$ cat config.mk
export PLATFORM = sky130hd
export DESIGN_NAME = uflash_read_cache_flat
export DESIGN_NICKNAME = d
export VERILOG_FILES = /design/src/rtl/uflash_read_cache_if.sv /design/src/rtl/uflash_read_cache.sv /design/src/flat_wrapper.sv
export SDC_FILE = /design/constraint.sdc
export NUM_CORES = 1
export LEC_CHECK = 0
export BUFFER_PORTS_ARGS = -buffer_cell sky130_fd_sc_hd__buf_4
export CORE_UTILIZATION = 45
export CTS_CLUSTER_SIZE = 24
export DETAILED_ROUTE_END_ITERATION = 8
export GPL_ROUTABILITY_DRIVEN = 0
export PLACE_DENSITY_LB_ADDON = 0.1
export REMOVE_ABC_BUFFERS = 1
export SLEW_MARGIN = 40
export SYNTH_ARGS = -nofsm -noshare
export SYNTH_HDL_FRONTEND = slang
export SYNTH_SLANG_ARGS = --single-unit
$ cat constraint.sdc
create_clock -name clk -period 5.1 [get_ports clk]
set_input_delay 0.255 -clock clk [delete_from_list [all_inputs] [get_ports clk]]
set_output_delay 0.255 -clock clk [all_outputs]
set_load 0.02 [all_outputs]
$ cat src/rtl/uflash_read_cache_if.sv
// CPU-side request bus of the uflash read cache: sel/wstrb/addr/data_i in, ready/data_o back.
interface uflash_read_cache_if;
  logic        sel;
  logic [3:0]  wstrb;
  logic [14:0] addr;
  logic [31:0] data_i;
  logic        ready;
  logic [31:0] data_o;

  modport master (output sel, wstrb, addr, data_i, input ready, data_o);
  modport slave  (input sel, wstrb, addr, data_i, output ready, data_o);
endinterface

$ cat src/rtl/uflash_read_cache.sv
// Direct-mapped single-word read cache in front of uflash. Hits answer in one cycle,
// everything else is forwarded to flash; erases are held back until the program guard expires.
module uflash_read_cache #(
  parameter int CLK_FREQ  = 5400000,
  parameter int LINE_BITS = 4
) (
  input  logic               clk,
  input  logic               reset_n,
  uflash_read_cache_if.slave bus,
  output logic               f_sel,
  output logic [3:0]         f_wstrb,
  output logic [14:0]        f_addr,
  output logic [31:0]        f_data_o,
  input  logic               f_ready,
  input  logic [31:0]        f_data_i
);

  localparam int          LINES      = 1 << LINE_BITS;
  localparam int          TAG_BITS   = 15 - LINE_BITS;
  localparam int          GUARD_INT  = $rtoi(CLK_FREQ * 10.0e-3) + 1;
  localparam logic [23:0] GUARD_CLKS = GUARD_INT[23:0];
  localparam logic [3:0]  WS_READ    = 4'b0000;
  localparam logic [3:0]  WS_PROG    = 4'b1111;
  localparam logic [3:0]  WS_ERASE   = 4'b0001;

  typedef enum logic [1:0] {IDLE, GUARD, FWD, RESP} state_t;

  state_t              state_r, state_nxt;
  logic [LINES-1:0]    valid_r, valid_nxt;
  logic [TAG_BITS-1:0] tag_mem [LINES];
  logic [31:0]         data_mem [LINES];
  logic [23:0]         guard_r, guard_nxt;
  logic                skip_r;
  logic                ready_r, ready_nxt;
  logic [31:0]         data_o_r, data_o_nxt;
  logic                f_sel_r, f_sel_nxt;
  logic [3:0]          f_wstrb_r, f_wstrb_nxt;
  logic [14:0]         f_addr_r, f_addr_nxt;
  logic [31:0]         f_data_r, f_data_nxt;
  logic                fill_s;

  logic [LINE_BITS-1:0] idx_s, f_idx_s;
  logic [TAG_BITS-1:0]  tag_s, f_tag_s;
  logic                 hit_s, f_hit_s, guard_open_s;

  assign idx_s   = bus.addr[LINE_BITS-1:0];
  assign tag_s   = bus.addr[14:LINE_BITS];
  assign hit_s   = valid_r[idx_s] && (tag_mem[idx_s] == tag_s);
  assign f_idx_s = f_addr_r[LINE_BITS-1:0];
  assign f_tag_s = f_addr_r[14:LINE_BITS];
  assign f_hit_s = valid_r[f_idx_s] && (tag_mem[f_idx_s] == f_tag_s);

  // guard_r counts cycles until an erase f_sel may be high; raising f_sel costs one more edge
  assign guard_open_s = (guard_r <= 24'd1);

  assign bus.ready  = ready_r;
  assign bus.data_o = data_o_r;
  assign f_sel      = f_sel_r;
  assign f_wstrb    = f_wstrb_r;
  assign f_addr     = f_addr_r;
  assign f_data_o   = f_data_r;

  // Next-state and next-output logic for the request sequencer.
  always_comb begin
    state_nxt   = state_r;
    ready_nxt   = 1'b0;
    data_o_nxt  = data_o_r;
    f_sel_nxt   = f_sel_r;
    f_wstrb_nxt = f_wstrb_r;
    f_addr_nxt  = f_addr_r;
    f_data_nxt  = f_data_r;
    valid_nxt   = valid_r;
    fill_s      = 1'b0;
    if (guard_r != 24'd0) begin
      guard_nxt = guard_r - 24'd1;
    end else begin
      guard_nxt = 24'd0;
    end
    case (state_r)
      IDLE: begin
        if (bus.sel && !skip_r) begin
          if ((bus.wstrb == WS_READ) && hit_s) begin
            ready_nxt  = 1'b1;
            data_o_nxt = data_mem[idx_s];
            state_nxt  = RESP;
          end else if ((bus.wstrb == WS_ERASE) && !guard_open_s) begin
            state_nxt = GUARD;
          end else begin
            f_sel_nxt   = 1'b1;
            f_wstrb_nxt = bus.wstrb;
            f_addr_nxt  = bus.addr;
            f_data_nxt  = bus.data_i;
            state_nxt   = FWD;
          end
        end else begin
          state_nxt = IDLE;
        end
      end
      GUARD: begin
        if (guard_open_s) begin
          f_sel_nxt   = 1'b1;
          f_wstrb_nxt = bus.wstrb;
          f_addr_nxt  = bus.addr;
          f_data_nxt  = bus.data_i;
          state_nxt   = FWD;
        end else begin
          state_nxt = GUARD;
        end
      end
      FWD: begin
        if (f_ready) begin
          f_sel_nxt  = 1'b0;
          ready_nxt  = 1'b1;
          data_o_nxt = f_data_i;
          state_nxt  = RESP;
          case (f_wstrb_r)
            WS_READ: begin
              fill_s             = 1'b1;
              valid_nxt[f_idx_s] = 1'b1;
            end
            WS_PROG: begin
              if (f_hit_s) begin
                valid_nxt[f_idx_s] = 1'b0;
              end else begin
                valid_nxt = valid_r;
              end
              // the completion cycle itself already counts toward the gap
              guard_nxt = GUARD_CLKS - 24'd1;
            end
            WS_ERASE: valid_nxt = {LINES{1'b0}};
            default:  valid_nxt = valid_r;
          endcase
        end else begin
          state_nxt = FWD;
        end
      end
      RESP:    state_nxt = IDLE;
      default: state_nxt = IDLE;
    endcase
  end

  // State, control and output registers.
  always_ff @(posedge clk or negedge reset_n) begin
    if (!reset_n) begin
      state_r   <= IDLE;
      valid_r   <= {LINES{1'b0}};
      guard_r   <= 24'd0;
      skip_r    <= 1'b0;
      ready_r   <= 1'b0;
      data_o_r  <= 32'd0;
      f_sel_r   <= 1'b0;
      f_wstrb_r <= 4'd0;
      f_addr_r  <= 15'd0;
      f_data_r  <= 32'd0;
    end else begin
      state_r   <= state_nxt;
      valid_r   <= valid_nxt;
      guard_r   <= guard_nxt;
      skip_r    <= (state_r == RESP);
      ready_r   <= ready_nxt;
      data_o_r  <= data_o_nxt;
      f_sel_r   <= f_sel_nxt;
      f_wstrb_r <= f_wstrb_nxt;
      f_addr_r  <= f_addr_nxt;
      f_data_r  <= f_data_nxt;
    end
  end

  // Line tag/data storage; only meaningful where the valid bit is set.
  always_ff @(posedge clk) begin
    if (fill_s) begin
      tag_mem[f_idx_s]  <= f_tag_s;
      data_mem[f_idx_s] <= f_data_i;
    end
  end

endmodule

$ cat src/flat_wrapper.sv
// flat-port wrapper written by rule: the top's interface ports become plain ports
module uflash_read_cache_flat 
#(
  parameter int CLK_FREQ  = 5400000,
  parameter int LINE_BITS = 4
)
  (clk, reset_n, f_sel, f_wstrb, f_addr, f_data_o, f_ready, f_data_i, bus_sel, bus_wstrb, bus_addr, bus_data_i, bus_ready, bus_data_o);
  uflash_read_cache_if bus_i ();
  input  logic clk;
  input  logic reset_n;
  output logic f_sel;
  output logic [3:0] f_wstrb;
  output logic [14:0] f_addr;
  output logic [31:0] f_data_o;
  input  logic f_ready;
  input  logic [31:0] f_data_i;
  input wire logic [$bits(bus_i.sel)-1:0] bus_sel;
  input wire logic [$bits(bus_i.wstrb)-1:0] bus_wstrb;
  input wire logic [$bits(bus_i.addr)-1:0] bus_addr;
  input wire logic [$bits(bus_i.data_i)-1:0] bus_data_i;
  output wire logic [$bits(bus_i.ready)-1:0] bus_ready;
  output wire logic [$bits(bus_i.data_o)-1:0] bus_data_o;
  assign bus_i.sel = bus_sel;
  assign bus_i.wstrb = bus_wstrb;
  assign bus_i.addr = bus_addr;
  assign bus_i.data_i = bus_data_i;
  assign bus_ready = bus_i.ready;
  assign bus_data_o = bus_i.data_o;
  uflash_read_cache #(.CLK_FREQ(CLK_FREQ), .LINE_BITS(LINE_BITS)) u_core (.clk(clk), .reset_n(reset_n), .bus(bus_i), .f_sel(f_sel), .f_wstrb(f_wstrb), .f_addr(f_addr), .f_data_o(f_data_o), .f_ready(f_ready), .f_data_i(f_data_i));
endmodule
# After elaboration in Yosys (flattened, before gate mapping)
# Memories as Yosys holds them, arrays and structs flattened.
# Index checks and enable logic that the tools add are counted.
# totals
regBits,128
ram_bits,688
input_bits,87
word_cells,107
mem_count,2
# memory_table
memory,depth,word_bits,read_ports,rd_clocked_by_memory_dff,write_ports,line_no,rtl
u_core.data_mem,16,32,1,0,1,uflash_read_cache.sv:31,logic [31:0] data_mem [LINES];
u_core.tag_mem,16,11,2,0,1,uflash_read_cache.sv:30,logic [TAG_BITS-1:0] tag_mem [LINES];
# classes
addsub,1
n_lt_le_gt_ge,4
eq_ne,15
n_mux,52
bitwise,3
n_reduce_logical,20
# ops
operator,n
32-bit two-way mux,7
32-bit case mux with 2 select lines,2
24-bit two-way mux,4
15-bit two-way mux,4
16-bit case mux with 3 select lines,1
15-bit case mux with 2 select lines,1
24-bit by 1-bit <= comparator with 1-bit output (second input constant),1
24-bit nonzero test,1
24-bit by 1-bit subtractor with 24-bit output (second input constant),1
11-bit equality test,2
1-bit two-way mux,17
16-bit AND,1
16-bit two-way mux,1
4-bit two-way mux,4
16-bit inverter,1
16-bit OR,1
4-bit by 5-bit less-than comparator with 1-bit output (second input constant),2
1-bit binary-select mux with 4-bit select,2
4-bit by 1-bit equality test with 1-bit output (second input constant),2
4-bit logical NOT,2
2-bit two-way mux,4
2-bit by 1-bit inequality test with 1-bit output (second input constant),4
2-bit case mux with 4 select lines,1
4-bit case mux with 2 select lines,1
other kinds (16),28

# Depth between registers and ports, before layout
# Gate-level depths: netlist of the first run.
# logic_depth
ltp_word,8
ltp_mapped,12

# Worst setup path after synthesis of the first run
# OpenSTA, ideal clock, no wires.
# synth_path
path_type,register to register
start,"register u_core.f_addr_r[0], in the netlist u_core.f_addr[0]"
end,memory u_core.data_mem[3][0] (enable)
setup_ns,0.444
arrival_time_ns,3.470
required_time_ns,4.656
path_slack_ns,1.186
stages_incl_launch_ff,6
n_path_buf,3
synth_period_minus_slack_ns,3.914
path_cell_list,dfrtp_1 -> buf_2 -> buf_2 -> clkbuf_1 -> nand2_1 -> nor2_1
# synth_rtl
element,line_no,rtl
from (decl),uflash_read_cache.sv:38,"logic [14:0] f_addr_r, f_addr_nxt;"
from (signal assigned),uflash_read_cache.sv:164,f_addr_r <= f_addr_nxt;
to (decl),uflash_read_cache.sv:31,
# No word-level cell before the write port.

# Final worst setup path of the first run
# layout_path
start,"register u_core.f_addr_r[0], in the netlist u_core.f_addr[0]"
end,register u_core.valid_r[12]
# layout_via
elab_chain_cells,8
elab_cells_between_ends,17
# layout_lines
element,line_no,rtl
4-bit by 5-bit less-than comparator with 1-bit output (implied by the code) / 4-bit by 1-bit >= comparator with 1-bit output (equally long branches),"uflash_read_cache.sv:119, uflash_read_cache.sv:123",
1-bit logical AND (implied by the code),"uflash_read_cache.sv:119, uflash_read_cache.sv:123",
1-bit two-way mux (implied by the code),"uflash_read_cache.sv:119, uflash_read_cache.sv:123",
1-bit demux with 4-bit select,-,
16-bit inverter (no line),-,
16-bit AND (no line),-,
16-bit two-way mux,uflash_read_cache.sv:122,if (f_hit_s) begin
16-bit case mux with 3 select lines,uflash_read_cache.sv:116,case (f_wstrb_r)
to (signal assigned),uflash_read_cache.sv:146,valid_r <= {LINES{1'b0}};
to (signal assigned),uflash_read_cache.sv:157,valid_r <= valid_nxt;
to (decl),uflash_read_cache.sv:29,"logic [LINES-1:0] valid_r, valid_nxt;"
# Parallel ways exist; a longest one is shown, timed or not. The select of a mux whose other input is x is not followed.
# A chain may end at the register's enable or synchronous reset.

==> flow_summary.json, run 1 <==
{
  "numCtsBuffers": 87,
  "end_kind": "flip-flop",
  "wl_met2_mm": 42.5,
  "die_y_um": 276,
  "dieWidth_um": 276,
  "io_pins": 172,
  "final_cell_mix": "688 x edfxtp_1, 213 x mux4_2, 213 x buf_4, 174 x nor2_1, 125 x dfrtp_1",
  "cp.required_ps": 5570,
  "grt_pass1_wl_mm": 128,
  "cts_sinks": 816,
  "leakagePower_nw": 13.8,
  "rows": 100,
  "power_density_mw_per_mm2": 480,
  "gr-total-overflow": 0,
  "syn_inst": 1827,
  "hpwl_mm": 48.7,
  "htree_levels": 3,
  "cts_tree": "yes",
  "fill_cells": 5928,
  "slowest_stage": "dfrtp_4",
  "detailroute.wirelength.met3_mm": 5.30,
  "final.period_utilization_pct": 72.4,
  "layout_commonest_cell": "edfxtp_1",
  "synth_cell_types": 61,
  "async_flop_share_pct": 15.7,
  "synth_ff_type": "edfxtp_1",
  "maxUsedRoutingLayer": "met5",
  "syn_area_per_cell_um2": 18.5,
  "met1_length_mm": 38.2,
  "port_buffers": 171,
  "slew_violations": 0,
  "syn_area_mm2": 0.0337,
  "cp-start-kind": "flip-flop",
  "fin_total_pwr_mw": 19.3,
  "clk_latency_ps": 630,
  "skew_ps": 26.1,
  "vdd_drop_max_mv": 0.276,
  "path_class": "reg2reg",
  "max_stage_delay_ps": 650,
  "ys_ff_latch": 816,
  "period_minus_slack_ps": 3690,
  "grt_max_degree": 93,
  "post-route-drc-count": 0,
  "crit_chain": "buf_12 > buf_4 > mux4_2 > or3b_2 > o2111ai_1 > o21ai_0 > a2111oi_0 > buf_4 > a31oi_2 > o21ai_0 > o21ai_0",
  "wl_mm": 87.8,
  "fp.dieArea_mm2": 0.0761,
  "path_max_fanout": 26,
  "maxCapViolCount": 0,
  "cpMostUsedCell": "o21ai_0",
  "area_growth_pct": 19.4,
  "status": "finished, final reports clean",
  "ys_warn_count": 0,
  "max_freq_ghz": 0.271,
  "core-area_mm2": 0.0743,
  "drive_above_1_share_pct": 32.0,
  "wire_per_inst_um": 27.8,
  "yosysSeqAreaShare_pct": 70.7,
  "fin_setup_tns_ps": 0,
  "rsz0062_at_grt": "no",
  "max_slew.worst_pin.slew_ps": 849,
  "synth_edf_count": 688,
  "timing.slew.headroom_pct": 43.4,
  "start_util_pct": 45.4,
  "hold_path.class": "in2async",
  "finalSetupViolations": 0,
  "drt_pass1_iterations": 5,
  "drtIter0Drc": 1480,
  "hold_violations": 0,
  "layout.nets": 2209,
  "vias": 18500,
  "cts_buffer_depth": 3,
  "vias_per_cell": 5.86,
  "root_buffer": "clkbuf_16",
  "track_usage_pct": 23.3,
  "grt_pass1_vias": 19100,
  "antenna_left": 0,
  "clk_pin_slew_ps": 60,
  "arrival_ps": 4170,
  "antenna_found_initial": 2
}
==> cells in the mapped netlist, drive strengths merged, types with 12 or more instances <==
master	count	area share [%]
xnor2	23	0.60
and2	36	0.67
o22ai	37	0.69
nand2b	12	0.22
nor2	191	2.1
buf	48	0.80
o21ai	43	0.65
clkbuf	59	0.66
xor2	14	0.36
mux2i	43	1.3
mux2	91	3.0
nand2	32	0.36
a21oi	20	0.30
dfrtp	128	9.5
a211oi	35	0.78
mux4	216	14
edfxtp	688	61
==> cell families after synthesis <==
| logic type | after synthesis | share of synthesized area (%) |
|---|---|---|
| AOI/OAI and AO/OA | 178 | 3.49 |
| xor gates and xnor gates | 37 | 0.960 |
| adders and majority gates | 3 | 0.111 |
| buffers and inverters | 118 | 1.58 |
| DFF | 816 | 70.7 |
| muxes | 350 | 18.8 |
| and+or+nand+nor | 325 | 4.38 |
==> metrics by stage <==
step / util (%) / instances / hold slack [ps] / worst slack (ps) / area, um^2
floorplan: - / 1720 / -40.6 / 180 / 33300
global placement: 49.1 / 2917 / 455 / 1050 / 36500
detailed placement: 49.1 / 2917 / 380 / 1020 / 36500
CTS: 54.1 / 3159 / 139 / 1270 / 40200
global route: 54.2 / 3162 / 162 / 1090 / 40300
finish: 54.2 / 3162 / 114 / 1410 / 40300
==> flip-flops by register name, indices dropped and copies added (netlist names) <==
signal,count
u_core.state_r,2
u_core.valid_r,16
u_core.tag_mem,176
u_core.f_addr,15
u_core.skip_r,1
u_core.bus.data_o,32
u_core.f_wstrb,4
u_core.bus.ready,1
u_core.f_data_o,32
u_core.f_sel,1
u_core.data_mem,512
u_core.guard_r,24
==> per-layer routing <==
metal  track usage (%)  up-vias
met5                 0        -
met1              32.9     9828
met3              3.44      109
met2              38.0      644
li1                  -     7941
met4              6.26        2
==> worst max-delay path: cells and delay by family, from the launching register on <==
kind,cells,cell delay [ps]
compound gates,6,1200
buf+inv,3,690
flops,1,650
mux,1,520
simple gates,1,450
==> where the power goes <==
| group | internal (mW) | switching (mW) | total [mW] |
|---|---|---|---|
| Clock | 3.90 | 2.58 | 6.48 |
| Sequential | 7.96 | 0.646 | 8.60 |
| Combinational | 1.88 | 2.37 | 4.25 |
| Total | 13.7 | 5.59 | 19.3 |
==> timing repair <==
| action | 4_1_cts | 5_1_grt |
|---|---|---|
| endpoints found under the hold margin | 650 | 0 |
| gates resized for setup | 0 | 0 |
| buffers inserted | 0 | 0 |
| hold buffers | 80 | 0 |
==> final cells by class <==
class                      count  area, um^2  area share (%)
antenna                        1        2.50         0.00621
inverter                      11        42.5           0.106
sequential                   816       23900            59.2
clock inverter                49         566            1.40
timing repair buffer         310        2730            6.77
multi-input combinational    893        9490            23.6
tap                          969        1210            3.01
clock buffer                 113        2380            5.90
==> final timing paths <==
kind	startpoint	end	slack (ps)	cells after the start
max in group asynchronous	reset_n	u_core.bus.data_o[15]	4070	3
hold / removal	reset_n	u_core.f_data_o[0]	110	2
min in group clk	f_ready	u_core.f_sel	180	4
hold reg to reg	u_core.f_sel	u_core.f_sel	490	2
setup reg to reg	u_core.f_addr[0]	u_core.valid_r[12]	1410	11
setup / recovery	u_core.f_addr[0]	u_core.valid_r[12]	1410	11
Note: power is estimated with default switching activity, not from simulation.
==> inputs of run 2 (changes only) <==
==> constraint.sdc (replaced) <==
create_clock -name clk -period 3.6 [get_ports clk]
set_input_delay 0.18 -clock clk [delete_from_list [all_inputs] [get_ports clk]]
set_output_delay 0.18 -clock clk [all_outputs]
set_load 0.02 [all_outputs]
==> run 2 against run 1 <==
  * Cell area up 1.2%
  * Die area unchanged
  * Final cell count up 1.5%
  * Clock skew down 1.4 ps
  * Global-route usage up 0.36 points
  * Fmax up 5.2%
  * Flip-flop and latch count unchanged
  * Sequential share of layout area down 0.72 points
  * Count of clock-buffer cells in the layout up 6
  * Worst hold slack worse by 69 ps
  * Critical endpoint is now u_core.f_data_o[28]
==> flow_summary.json, run 2 (synthesized netlist as in run 1, its figures left out) <==
{
  "final.period_utilization_pct": 97.6,
  "cp.required_ps": 4110,
  "power_density_mw_per_mm2": 673,
  "grt_pass1_wl_mm": 129,
  "vias_per_cell": 5.87,
  "post-route-drc-count": 0,
  "area_growth_pct": 20.9,
  "end_kind": "flip-flop",
  "timing.slew.headroom_pct": 43.3,
  "cts_sinks": 816,
  "core-area_mm2": 0.0743,
  "hpwl_mm": 49.9,
  "layout.nets": 2258,
  "reg_top3": "u_core.data_mem (512), u_core.tag_mem (176)",
  "antenna_found_initial": 1,
  "fin_setup_tns_ps": 0,
  "gr-total-overflow": 0,
  "skew_ps": 24.7,
  "antenna_left": 0,
  "largest_reg_flops": 512,
  "path_max_fanout": 22,
  "rows": 100,
  "fp.dieArea_mm2": 0.0761,
  "drive_above_1_share_pct": 33.2,
  "max_slew.worst_pin.slew_ps": 850,
  "rsz0062_at_grt": "yes",
  "hold_ws_ps": 45.0,
  "die_y_um": 276,
  "start_util_pct": 45.4,
  "final_cell_mix": "688 x edfxtp_1, 246 x buf_4, 216 x mux4_2, 175 x nor2_1, 124 x dfrtp_1",
  "regMostFlops": "u_core.data_mem",
  "status": "finished, final reports clean",
  "wl_mm": 89.4,
  "clk_pin_slew_ps": 60,
  "drtIter0Drc": 1832,
  "cp-start-kind": "flip-flop",
  "period_minus_slack_ps": 3510,
  "drt_pass1_iterations": 6,
  "cts_tree": "yes",
  "clk_latency_ps": 630,
  "hold_violations": 0,
  "port_buffers": 171,
  "cts_buffer_depth": 3,
  "dieWidth_um": 276,
  "htree_levels": 3,
  "vias": 18800,
  "path_class": "reg2reg",
  "root_buffer": "clkbuf_16",
  "finalSetupViolations": 0,
  "grt_max_degree": 82,
  "max_freq_ghz": 0.285,
  "wire_per_inst_um": 27.9,
  "numCtsBuffers": 87,
  "maxCapViolCount": 0,
  "track_usage_pct": 23.7,
  "fill_cells": 5865,
  "arrival_ps": 4030,
  "layout_commonest_cell": "edfxtp_1",
  "hold_path.class": "in2reg",
  "vdd_drop_max_mv": 0.466,
  "slew_violations": 0,
  "leakagePower_nw": 14.1,
  "grt_pass1_vias": 19400,
  "io_pins": 172
}
[run 2: changes by cell type in the layout (fill, tap and decap cells not counted), sizes merged]
cell and delta:
inv -2, bufinv -4, clkinvlp +1, clkinv -3, clkbuf +8, buf +46, dlygate4sd3 +1
[run 2: where the power goes]
group | leakage (nW) | total (mW) | switching, mW | internal (mW)
Sequential | 7.72 | 12.2 | 0.922 | 11.3
Clock | 1.42 | 9.02 | 3.62 | 5.39
Combinational | 4.91 | 6.25 | 3.41 | 2.84
Total | 14.1 | 27.5 | 7.96 | 19.5
[run 2: what timing repair did]
item | 4_1_cts | 5_1_grt
endpoints found under the hold margin | 640 | 0
gates resized for setup | 0 | 6
setup endpoints to repair | 0 | 48
hold buffers | 81 | 0
buffers inserted | 0 | 1
[run 2: layer usage]
| metal | share of wire (%) | global-route usage, % | up-vias |
|---|---|---|---|
| met5 | 0 | 0 | - |
| met4 | 1.8 | 6.04 | 0 |
| met3 | 6.2 | 3.76 | 108 |
| met2 | 49 | 38.6 | 713 |
| met1 | 43 | 33.4 | 9978 |
| li1 | - | - | 8031 |
[run 2: worst paths after layout]
check | cells after the start | slack [ps] | from | to
max in group asynchronous | 4 | 2510 | reset_n | u_core.f_data_o[16]
min in group asynchronous | 2 | 70 | reset_n | u_core.bus.data_o[28]
setup reg to reg | 9 | 90 | u_core.tag_mem[13][4] | u_core.f_data_o[28]
hold reg to reg | 1 | 490 | u_core.bus.data_o[9] | u_core.bus.data_o[9]
hold / removal | 2 | 50 | bus_addr[0] | u_core.f_addr[0]
setup / recovery | 9 | 90 | u_core.tag_mem[13][4] | u_core.f_data_o[28]
[run 2: worst max-delay path, cell delays in order, from the launching register on]
cell       delay (ps)
edfxtp_1          390
mux4_2            480
mux4_2            510
xor2_1            160
a311oi_1          260
o2111ai_1         140
or4_4             490
o21ai_4           320
clkbuf_16         280
mux2_2            360
[run 2: area by class of cell]
class                      count  area [um^2]  area share [%]
timing repair buffer         359         3280            8.05
antenna                        1         2.50         0.00613
sequential                   816        23900            58.5
inverter                      11         42.5           0.104
multi-input combinational    893         9480            23.2
clock inverter                41          414            1.02
tap                          969         1210            2.97
clock buffer                 119         2480            6.09
[run 2: stage by stage]
stage / total power [mW] / setup WS (ps) / cell area [um^2] / std cells / util (%)
global route: 28.5 / -29.3 / 40800 / 3209 / 54.9
finish: 27.5 / 86.8 / 40800 / 3209 / 54.9
detailed placement: 18.5 / 35.1 / 37000 / 2963 / 49.8
CTS: 27.6 / 59.9 / 40700 / 3204 / 54.8
floorplan: 15.5 / -1320 / 33300 / 1720 / -
global placement: 18.4 / 58.0 / 37000 / 2963 / 49.8
